File: src/rtl/nru_history_updater_pkg.sv
// Shared NRU history definitions: FSM encoding, all-ones mask and set-address width helpers.
// Used by the history updater and by victim-side lookahead logic.
package nru_history_updater_pkg;

    localparam logic [0:0] ST_INIT = 1'b0;
    localparam logic [0:0] ST_RUN  = 1'b1;

    localparam int unsigned NRU_MAX_WAY = 64;

    function automatic logic [NRU_MAX_WAY-1:0] nru_all_ones(input int unsigned num_way);
        logic [NRU_MAX_WAY-1:0] m;
        m = '0;
        for (int unsigned i = 0; i < NRU_MAX_WAY; i++) begin
            if (i < num_way) m[i] = 1'b1;
        end
        return m;
    endfunction

    function automatic int unsigned nru_set_addr_width(input int unsigned num_set);
        return (num_set < 2) ? 1 : $clog2(num_set);
    endfunction

endpackage

File: src/rtl/nru_dp_array.sv
// History storage: one synchronous write port, two asynchronous read ports.
// Combinational read, write lands on the clock edge; no backpressure.
module nru_dp_array #(
    parameter int WIDTH = 8,
    parameter int DEPTH = 64,
    parameter int AW    = 6
) (
    input  logic             clk_in,
    input  logic             i_we,
    input  logic [AW-1:0]    i_waddr,
    input  logic [WIDTH-1:0] i_wdat,
    input  logic [AW-1:0]    i_raddr_a,
    output logic [WIDTH-1:0] o_rdat_a,
    input  logic [AW-1:0]    i_raddr_b,
    output logic [WIDTH-1:0] o_rdat_b
);

    logic [WIDTH-1:0] r_mem [DEPTH];

    always_ff @(posedge clk_in) begin
        if (i_we) r_mem[i_waddr] <= i_wdat;
    end

    assign o_rdat_a = r_mem[i_raddr_a];
    assign o_rdat_b = r_mem[i_raddr_b];

endmodule

File: src/rtl/nru_history_next.sv
// Next NRU history vector: OR in the used way(s), collapse to just those ways on saturation.
// Purely combinational; a zero way vector passes the old vector through unchanged.
module nru_history_next
    import nru_history_updater_pkg::*;
#(
    parameter int NUM_WAY = 8
) (
    input  logic [NUM_WAY-1:0] i_old,
    input  logic [NUM_WAY-1:0] i_way,
    output logic [NUM_WAY-1:0] o_new
);

    localparam logic [NUM_WAY-1:0] ALL_ONES = NUM_WAY'(nru_all_ones(NUM_WAY));

    logic [NUM_WAY-1:0] w_or;
    assign w_or = i_old | i_way;

    always_comb begin
        o_new = w_or;
        if (i_way == '0)          o_new = i_old;
        else if (w_or == ALL_ONES) o_new = i_way;
    end

endmodule

File: src/rtl/nru_history_updater.sv
// NRU history owner: clears the array after reset, then runs a 2-stage RMW per "way used" event.
// Write lands 2 edges after acceptance; victim read port has 1-cycle latency and sees pending writes.
module nru_history_updater
    import nru_history_updater_pkg::*;
#(
    parameter int NUM_WAY        = 8,
    parameter int NUM_SET        = 64,
    parameter int SET_ADDR_WIDTH = nru_set_addr_width(NUM_SET)
) (
    input  logic                      clk_in,
    input  logic                      reset_in,
    input  logic                      update_valid_in,
    output logic                      update_ready_out,
    input  logic [SET_ADDR_WIDTH-1:0] update_set_addr_in,
    input  logic [NUM_WAY-1:0]        update_way_decoded_in,
    input  logic                      history_read_en_in,
    input  logic [SET_ADDR_WIDTH-1:0] history_read_set_addr_in,
    output logic [NUM_WAY-1:0]        history_read_data_out,
    output logic                      init_done_out
);

    localparam logic [SET_ADDR_WIDTH-1:0] SWEEP_LAST = SET_ADDR_WIDTH'(NUM_SET - 1);

    logic [0:0]                r_state;
    logic [SET_ADDR_WIDTH-1:0] r_sweep;
    logic                      r_s0_vld;
    logic [SET_ADDR_WIDTH-1:0] r_s0_set;
    logic [NUM_WAY-1:0]        r_s0_way;
    logic                      r_s1_vld;
    logic [SET_ADDR_WIDTH-1:0] r_s1_set;
    logic [NUM_WAY-1:0]        r_s1_way;
    logic [NUM_WAY-1:0]        r_s1_old;
    logic [NUM_WAY-1:0]        r_rd_dat;

    logic                      w_init;
    logic                      w_accept;
    logic                      w_s1_wr;
    logic [NUM_WAY-1:0]        w_s1_new;
    logic [NUM_WAY-1:0]        w_s0_old;
    logic                      w_arr_we;
    logic [SET_ADDR_WIDTH-1:0] w_arr_waddr;
    logic [NUM_WAY-1:0]        w_arr_wdat;
    logic [NUM_WAY-1:0]        w_arr_upd_dat;
    logic [NUM_WAY-1:0]        w_arr_rd_dat;

    assign w_init   = (r_state == ST_INIT);
    assign w_accept = update_valid_in & ~w_init;
    assign w_s1_wr  = r_s1_vld & (|r_s1_way);

    // Writes are suppressed while reset is asserted so in-flight updates are dropped.
    assign w_arr_we    = ~reset_in & (w_init | w_s1_wr);
    assign w_arr_waddr = w_init ? r_sweep : r_s1_set;
    assign w_arr_wdat  = w_init ? '0 : w_s1_new;

    nru_history_next #(.NUM_WAY(NUM_WAY)) u_next (
        .i_old (r_s1_old),
        .i_way (r_s1_way),
        .o_new (w_s1_new)
    );

    nru_dp_array #(.WIDTH(NUM_WAY), .DEPTH(NUM_SET), .AW(SET_ADDR_WIDTH)) u_array (
        .clk_in    (clk_in),
        .i_we      (w_arr_we),
        .i_waddr   (w_arr_waddr),
        .i_wdat    (w_arr_wdat),
        .i_raddr_a (r_s0_set),
        .o_rdat_a  (w_arr_upd_dat),
        .i_raddr_b (history_read_set_addr_in),
        .o_rdat_b  (w_arr_rd_dat)
    );

    // The S1 write lands on the same edge S0 samples the array, so a same-set S1 result is forwarded.
    assign w_s0_old = (r_s1_vld && (r_s1_set == r_s0_set)) ? w_s1_new : w_arr_upd_dat;

    always_ff @(posedge clk_in) begin
        if (reset_in) begin
            r_state  <= ST_INIT;
            r_sweep  <= '0;
            r_s0_vld <= 1'b0;
            r_s1_vld <= 1'b0;
            r_rd_dat <= '0;
        end else begin
            if (w_init) begin
                r_sweep <= r_sweep + SET_ADDR_WIDTH'(1);
                if (r_sweep == SWEEP_LAST) r_state <= ST_RUN;
            end

            r_s0_vld <= w_accept;
            if (w_accept) begin
                r_s0_set <= update_set_addr_in;
                r_s0_way <= update_way_decoded_in;
            end

            r_s1_vld <= r_s0_vld;
            if (r_s0_vld) begin
                r_s1_set <= r_s0_set;
                r_s1_way <= r_s0_way;
                r_s1_old <= w_s0_old;
            end

            if (history_read_en_in) begin
                if (w_init)
                    r_rd_dat <= '0;
                else if (w_s1_wr && (r_s1_set == history_read_set_addr_in))
                    r_rd_dat <= w_s1_new;
                else
                    r_rd_dat <= w_arr_rd_dat;
            end
        end
    end

    assign update_ready_out      = ~w_init;
    assign init_done_out         = ~w_init;
    assign history_read_data_out = r_rd_dat;

endmodule

File: config.mk
export PLATFORM = sky130hd
export DESIGN_NAME = nru_history_updater
export DESIGN_NICKNAME = d
export VERILOG_FILES = /design/src/rtl/nru_history_updater_pkg.sv /design/src/rtl/nru_dp_array.sv /design/src/rtl/nru_history_next.sv /design/src/rtl/nru_history_updater.sv
export SDC_FILE = /design/constraint.sdc
export NUM_CORES = 1
export LEC_CHECK = 0
export BUFFER_PORTS_ARGS = -buffer_cell sky130_fd_sc_hd__buf_2
export CORE_AREA = 2 2 216 272
export CTS_BUF_LIST = sky130_fd_sc_hd__clkbuf_8
export CTS_CLUSTER_DIAMETER = 50
export DETAILED_ROUTE_END_ITERATION = 8
export DIE_AREA = 0 0 218 274
export GPL_ROUTABILITY_DRIVEN = 0
export HOLD_SLACK_MARGIN = 0.08
export PLACE_DENSITY_LB_ADDON = 0.3
export SYNTH_ARGS = -nofsm -noshare
export SYNTH_HDL_FRONTEND = slang
export SYNTH_SLANG_ARGS = --single-unit
File: constraint.sdc
create_clock -name clk_in -period 4.25 [get_ports clk_in]
set_clock_uncertainty 0.15 [all_clocks]
set_input_delay 0.2125 -clock clk_in [delete_from_list [all_inputs] [get_ports clk_in]]
set_output_delay 0.2125 -clock clk_in [all_outputs]
set_load 0.02 [all_outputs]
* Word-level counts from Yosys, hierarchy flattened
Memories as Yosys holds them, arrays and structs flattened. A register that Yosys moved wholly into a read port is not among the register bits.
Index checks and enable logic that the tools add are counted.
W data, S select, Z words.
** Storage, ports and cells
- Memory bits (read-only) :: 0
- Output and inout port bits :: 10
- Memories :: 1
- Word-level logic and storage cells :: 41
- Input port bits :: 24
- Latch bits :: 0
- Memory bits (writable) :: 512
- Register bits after elaboration :: 53
** Memories
- u_array.r_mem :: words 64, width 8, read ports 2, clocked after Yosys merged registers in 1, write ports 1, RTL line nru_dp_array.sv:18 : logic [WIDTH-1:0] r_mem [DEPTH];
** Cells by class
- Eq/ne operators :: 4
- Add/subtract/negate cells :: 1
- Divide/modulo/power cells :: 0
- $lt $le $gt $ge :: 0
- Reduce and logical (&&, ||, !) cells :: 6
- Bitwise operators :: 7
- Multiply operators :: 0
- Mux-type cells :: 12
- Shifts and indexed selects :: 0
** Operator list (number)
- $mux W8 :: 6
- $eq A6 B6 Y1 :: 2
- $mux W6 :: 2
- $eq A8 B8 Y1 const B :: 1
- $logic_not A8 Y1 :: 1
- $or A8 B8 Y8 :: 1
- $reduce_or A8 Y1 :: 1
- $add A6 B1 Y6 const B :: 1
- $eq A6 B6 Y1 const B :: 1
- $mux W1 :: 4
- $reduce_and A2 Y1 :: 2
- $and A1 B1 Y1 :: 3
- $logic_and A1 B1 Y1 :: 2
- $not A1 Y1 :: 2
- $or A1 B1 Y1 :: 1

* Logic depth before layout (Yosys ltp)
- Depth after elaboration :: 6
- Gate-level depth with buffers :: 9
- Mapped depth without buffers :: 6

* Hierarchy
From an unflattened synthesis, not the netlist that was laid out.
** Unflattened totals
- Cells, all modules :: 1396
- Area total of the unflattened synthesis :: 26461.6 um2
** Modules (own cells, without submodules)
- nru_dp_array :: sequential area each 15374.7 um2, cells each 1195, area each 23954.2 um2, times used 1
- nru_history_updater :: sequential area each 1421.4 um2, cells each 173, area each 2328.5 um2, times used 1
- nru_history_next :: sequential area each 0.0 um2, cells each 28, area each 178.9 um2, times used 1

* Least setup slack after synthesis
Ideal clock, no wire load.
- Path kind :: flip-flop to flip-flop
- Start :: register r_state, in the netlist init_done_out
- End :: memory u_array.r_mem[0][5] (data pin)
- Data arrival time :: 2.848 ns
- Stages on the path, launching flop included :: 5
- Path slack :: 0.736 ns
- Required time :: 3.584 ns
- Clock period less this slack :: 3.514 ns
- Path through :: dfxtp_1 > clkbuf_1 > clkbuf_1 > clkbuf_1 > nor2b_1
** On the way
- Longest elaborated chain between the ends :: 1
** Ends and longest elaborated chain
- start, declared :: RTL line nru_history_updater.sv:24 : logic [0:0] r_state;
- start signal, assigned :: RTL line nru_history_updater.sv:77 : r_state <= ST_INIT;
- start signal, assigned :: RTL line nru_history_updater.sv:85 : if (r_sweep == SWEEP_LAST) r_state <= ST_RUN;
- $mux W8 :: RTL line nru_history_updater.sv:53 : assign w_arr_wdat = w_init ? '0 : w_s1_new;
- named net u_array.i_wdat[5] :: RTL line nru_dp_array.sv:11 : input logic [WIDTH-1:0] i_wdat,
- end, declared :: RTL line nru_dp_array.sv:18
The timed path passes the listed nets, and every way through them passes these cells.

==> summary.md <==
The cell sitting at the root of the clock tree is a sky130_fd_sc_hd__clkbuf_8. The run finished with clean final reports. The number of buffers added on ports is 33, and the setup TNS is 0 ns. The clock drives 571 sinks. The standard cell with the maximum stage delay on the critical path is sky130_fd_sc_hd__nor4_1.

The later pin in the worst-skew pair is clocked with a latency of 0.70 ns. Post-route clock period utilization: 80.32%. The startpoint of the most critical hold path is update_set_addr_in[2]. At the worst endpoint, the arrival time is 3.68 ns. The tool flagged a number of max-cap violations equal to 0. For the pin with the worst max-slew slack, the measured transition is 1.032 ns. The post-detailed-route count of antenna-violating nets was 0. The maximum clock insertion buffer count came out at 3. STA classifies the critical path startpoint as a flip-flop. For the worst setup slack for register-to-register paths, the log shows 0.84 ns. Critical path's most frequent cell: sky130_fd_sc_hd__buf_12. The number of rows in the core area was 99. The most frequent standard cell in the layout excluding fill and tap cells was sky130_fd_sc_hd__edfxtp_1. The worst setup path is of the reg2reg kind. IR analysis of the VDD net gives a maximum drop of 245.4 uV. Area inside the core boundary: 57480 um^2.

Timing analysis after detailed placement gives a worst setup slack of 0.9435 ns. The iteration count of the initial detailed-routing pass was 6. The tools report the final layout net count as 1651. The die is 218 um wide. Average cell area after synthesis: 18.34 um^2.

Setup violations remaining at the end of the flow were counted as 0. The fraction of final layout cells sized beyond drive strength 1 was 32.19%; the area enclosed by the die boundary was 59730 um^2. The violation count after the first detailed-route iteration came out at 2393.

After detailed placement, the total cell area comes to 28310 um^2. The average detailed-routed wire length per instance was 32.35 um; the post-synth design cell area was 26620 um^2. Synthesis produced a netlist with a net count of 1477. The top cell types in the final layout, fill and taps aside, are sky130_fd_sc_hd__edfxtp_1 (548), sky130_fd_sc_hd__mux4_2 (249), sky130_fd_sc_hd__buf_4 (111), sky130_fd_sc_hd__mux2i_1 (98), sky130_fd_sc_hd__clkbuf_8 (88).

The run gives 11.09 nW as the static leakage. The filler cells instantiated in the layout total 4511. The logs give 9216 um^2 for the footprint of the multi-input gates and 0 for the number of pins exceeding their max-slew limit in the final report. The run gives 0 as the count of warnings emitted by yosys. TritonCTS built the clock tree. The library cell with the largest summed area after synthesis is sky130_fd_sc_hd__edfxtp_1. Measured against its own limit, the worst slew margin works out to 29.44%. After legalization and detailed placement, the total HPWL measured 53850 um.

The via count is 16180, and the buffers plus inverters on the worst setup path is 2. The effective utilization at floorplan is 46.32%. The worst path meets setup with 0.8364 ns of slack.

The number of cells on the worst reg-to-reg path is 7. After global routing the overflow that remains totals 0. The first global-routing pass estimated 113800 um of wire. The data required time at the worst endpoint was 4.51 ns.

The synthesized design contains 571 register bits. Of the synthesized area, sequential elements account for 63.54%. The total wire length after detailed routing is 79380 um, and the number of synthesized flops with an enable pin is 548. In this run, post-CTS repair resized a total of 0 instances. Clock tree synthesis inserted a total of 85 buffers. Wire segments on met2 add up to 39070 um in the final route. The number of antenna violations at the first check in global routing is 1. Walking the worst path, the cells encountered are buf_12 > buf_12 > mux4_2 > o21ai_0 > nor4b_1 > nor4_1 > a31oi_1. Yosys attributes the largest share of cell area to sky130_fd_sc_hd__edfxtp_1 (62%), sky130_fd_sc_hd__mux4_2 (21%), sky130_fd_sc_hd__mux2i_1 (3.7%). For this run, the total global-route usage over all layers was measured as 26.93%. The post-synthesis to final-layout area growth was 13.67%; the number of DRC violations after detailed routing was 0. The area share of the leading cell type in the synthesized netlist is 61.81%. STA classifies the critical path endpoint as a flip-flop. Synthesis produced a netlist whose cell count is 1452. The cell count of the worst hold path was 3; the maximum number of pins on one net before global-route repair was 53. The smallest clock period supported by the final layout is computed as 3.414 ns. The most used flip-flop cell after synthesis was sky130_fd_sc_hd__edfxtp_1. After clock tree synthesis, the clock-pin slew on the worst setup and hold paths is 0.07 ns. In the routed layout, each cell is associated on average with a via count of 6.593. In this run the number of H-tree levels came out at 3. The netlist uses 53 different library cells. The top routing layer in use was met4. Counting flops with an async set or reset pin after synthesis yields a share of 0%.

Setup repair after global routing left no endpoint under its margin. The endpoint identified for the worst register-to-register timing path is r_s1_old[5]$_DFFE_PP_. The hold violation total from the final report came out at 0.

The cell family with the largest share of critical-path delay is simple AND/OR/NAND/NOR gates. Of all nets on the critical path, the largest fanout is 32. For this design the top-level I/O count stands at 34. The worst stage delay on the critical path was 0.72 ns. The post-route cell area came out at 30260 um^2. Type of the most critical hold path: in2reg. The via count of the first global-routing pass is 16267, and the areal power density over the cells is 357.2 nW/um^2. In the final routing, the length of wire on met1 measures 29330 um. The length of routed met3 wiring came out at 6364 um. The sequential cells in the finished layout cover a total of 16930 um^2. The die outline height came out at 274 um. Static timing analysis puts the maximum clock frequency at 292.9 MHz.
-- worst max-delay path by stage --
stage | endpoint | slack (ns) | cells past startpoint
2_1_floorplan | u_array.r_mem[0][5]$_DFFE_PP_ | 0.74 | 4
3_3_place_gp | r_s1_old[5]$_DFFE_PP_ | 0.96 | 7
3_5_place_dp | r_s1_old[5]$_DFFE_PP_ | 0.94 | 7
4_1_cts | r_s1_old[5]$_DFFE_PP_ | 0.91 | 7
5_1_grt | r_s1_old[5]$_DFFE_PP_ | 0.73 | 7
6_report | r_s1_old[5]$_DFFE_PP_ | 0.84 | 7
-- routing by layer --
layer | vias up | global-route usage [%]
li1 | 6490 | -
met1 | 8459 | 34.22
met2 | 995 | 44.25
met3 | 236 | 4.570
met4 | 0 | 14.80
met5 | - | 0
-- what timing repair did --
action                    4_1_cts  5_1_grt
hold buffers                   33        0
setup buffers                   0        0
hold endpoints to repair       34        0
-- sequential cells by signal (all words and copies together) (netlist names), named ones only --
name	count
r_s0_set	6
r_s1_set	6
u_array.r_mem	512
r_s1_old	8
r_s1_vld	1
r_s0_vld	1
init_done_out	1
r_s1_way	8
r_s0_way	8
r_sweep	6
history_read_data_out	8
-- worst register-to-register path, delay by kind of cell (launching register included) --
family | cells | cell delay [ns]
AOI/OAI and AO/OA | 2 | 0.40
muxes | 1 | 0.51
buffers and inverters | 2 | 0.61
DFF | 1 | 0.65
and+or+nand+nor | 2 | 0.81
-- layout make-up --
| type | instances | area share, % |
|---|---|---|
| repair buffers | 184 | 4.986 |
| well taps | 757 | 3.130 |
| clock buffers | 88 | 4.002 |
| diodes | 1 | 0.008269 |
| inverters | 10 | 0.1240 |
| multi-input cells | 774 | 30.45 |
| clock inverters | 69 | 1.356 |
| flip-flops and latches | 571 | 55.94 |
-- kinds of logic (layout without fill, tap and decap cells) --
kind of cell	Yosys count	after routing	synth area share, %
buf+inv	107	351	2.077
simple gates	262	262	4.845
xor+xnor	15	15	0.4934
compound gates	132	132	3.530
flops	571	571	63.54
fa+ha+maj	1	1	0.04699
mux	364	364	25.47
other cells	0	1	0
-- stage by stage --
step / utilization, % / hold WS [ns] / std cells / total power, mW
after floorplan: - / 0.1614 / 1452 / 6.433
after global placement: 49.25 / 0.2439 / 2263 / 6.543
after detailed placement: 49.25 / 0.2406 / 2263 / 6.547
after CTS: 52.65 / 0.1177 / 2453 / 10.86
after global routing: 52.65 / 0.1538 / 2454 / 11.11
final: 52.65 / 0.1395 / 2454 / 10.81
-- Yosys cell counts, drive strengths merged (10+ instances only) --
master   count
clkbuf      27
a2111oi     10
nor4        10
a22oi       21
a21oi       19
nand2b      13
nand4       16
o21ai       15
mux2        17
nand2       53
nor2b       37
o22ai       15
a211oi      13
mux4       249
mux2i       98
nand3       17
buf         70
xor2        10
edfxtp     548
nor2        87
dfxtp       23
-- report_power, final --
part           switching, mW  internal, mW
Combinational          0.207         0.150
Clock                   2.17          2.18
Sequential           0.00962          6.09
Total                   2.39          8.42
(Power assumes the default switching activity.)
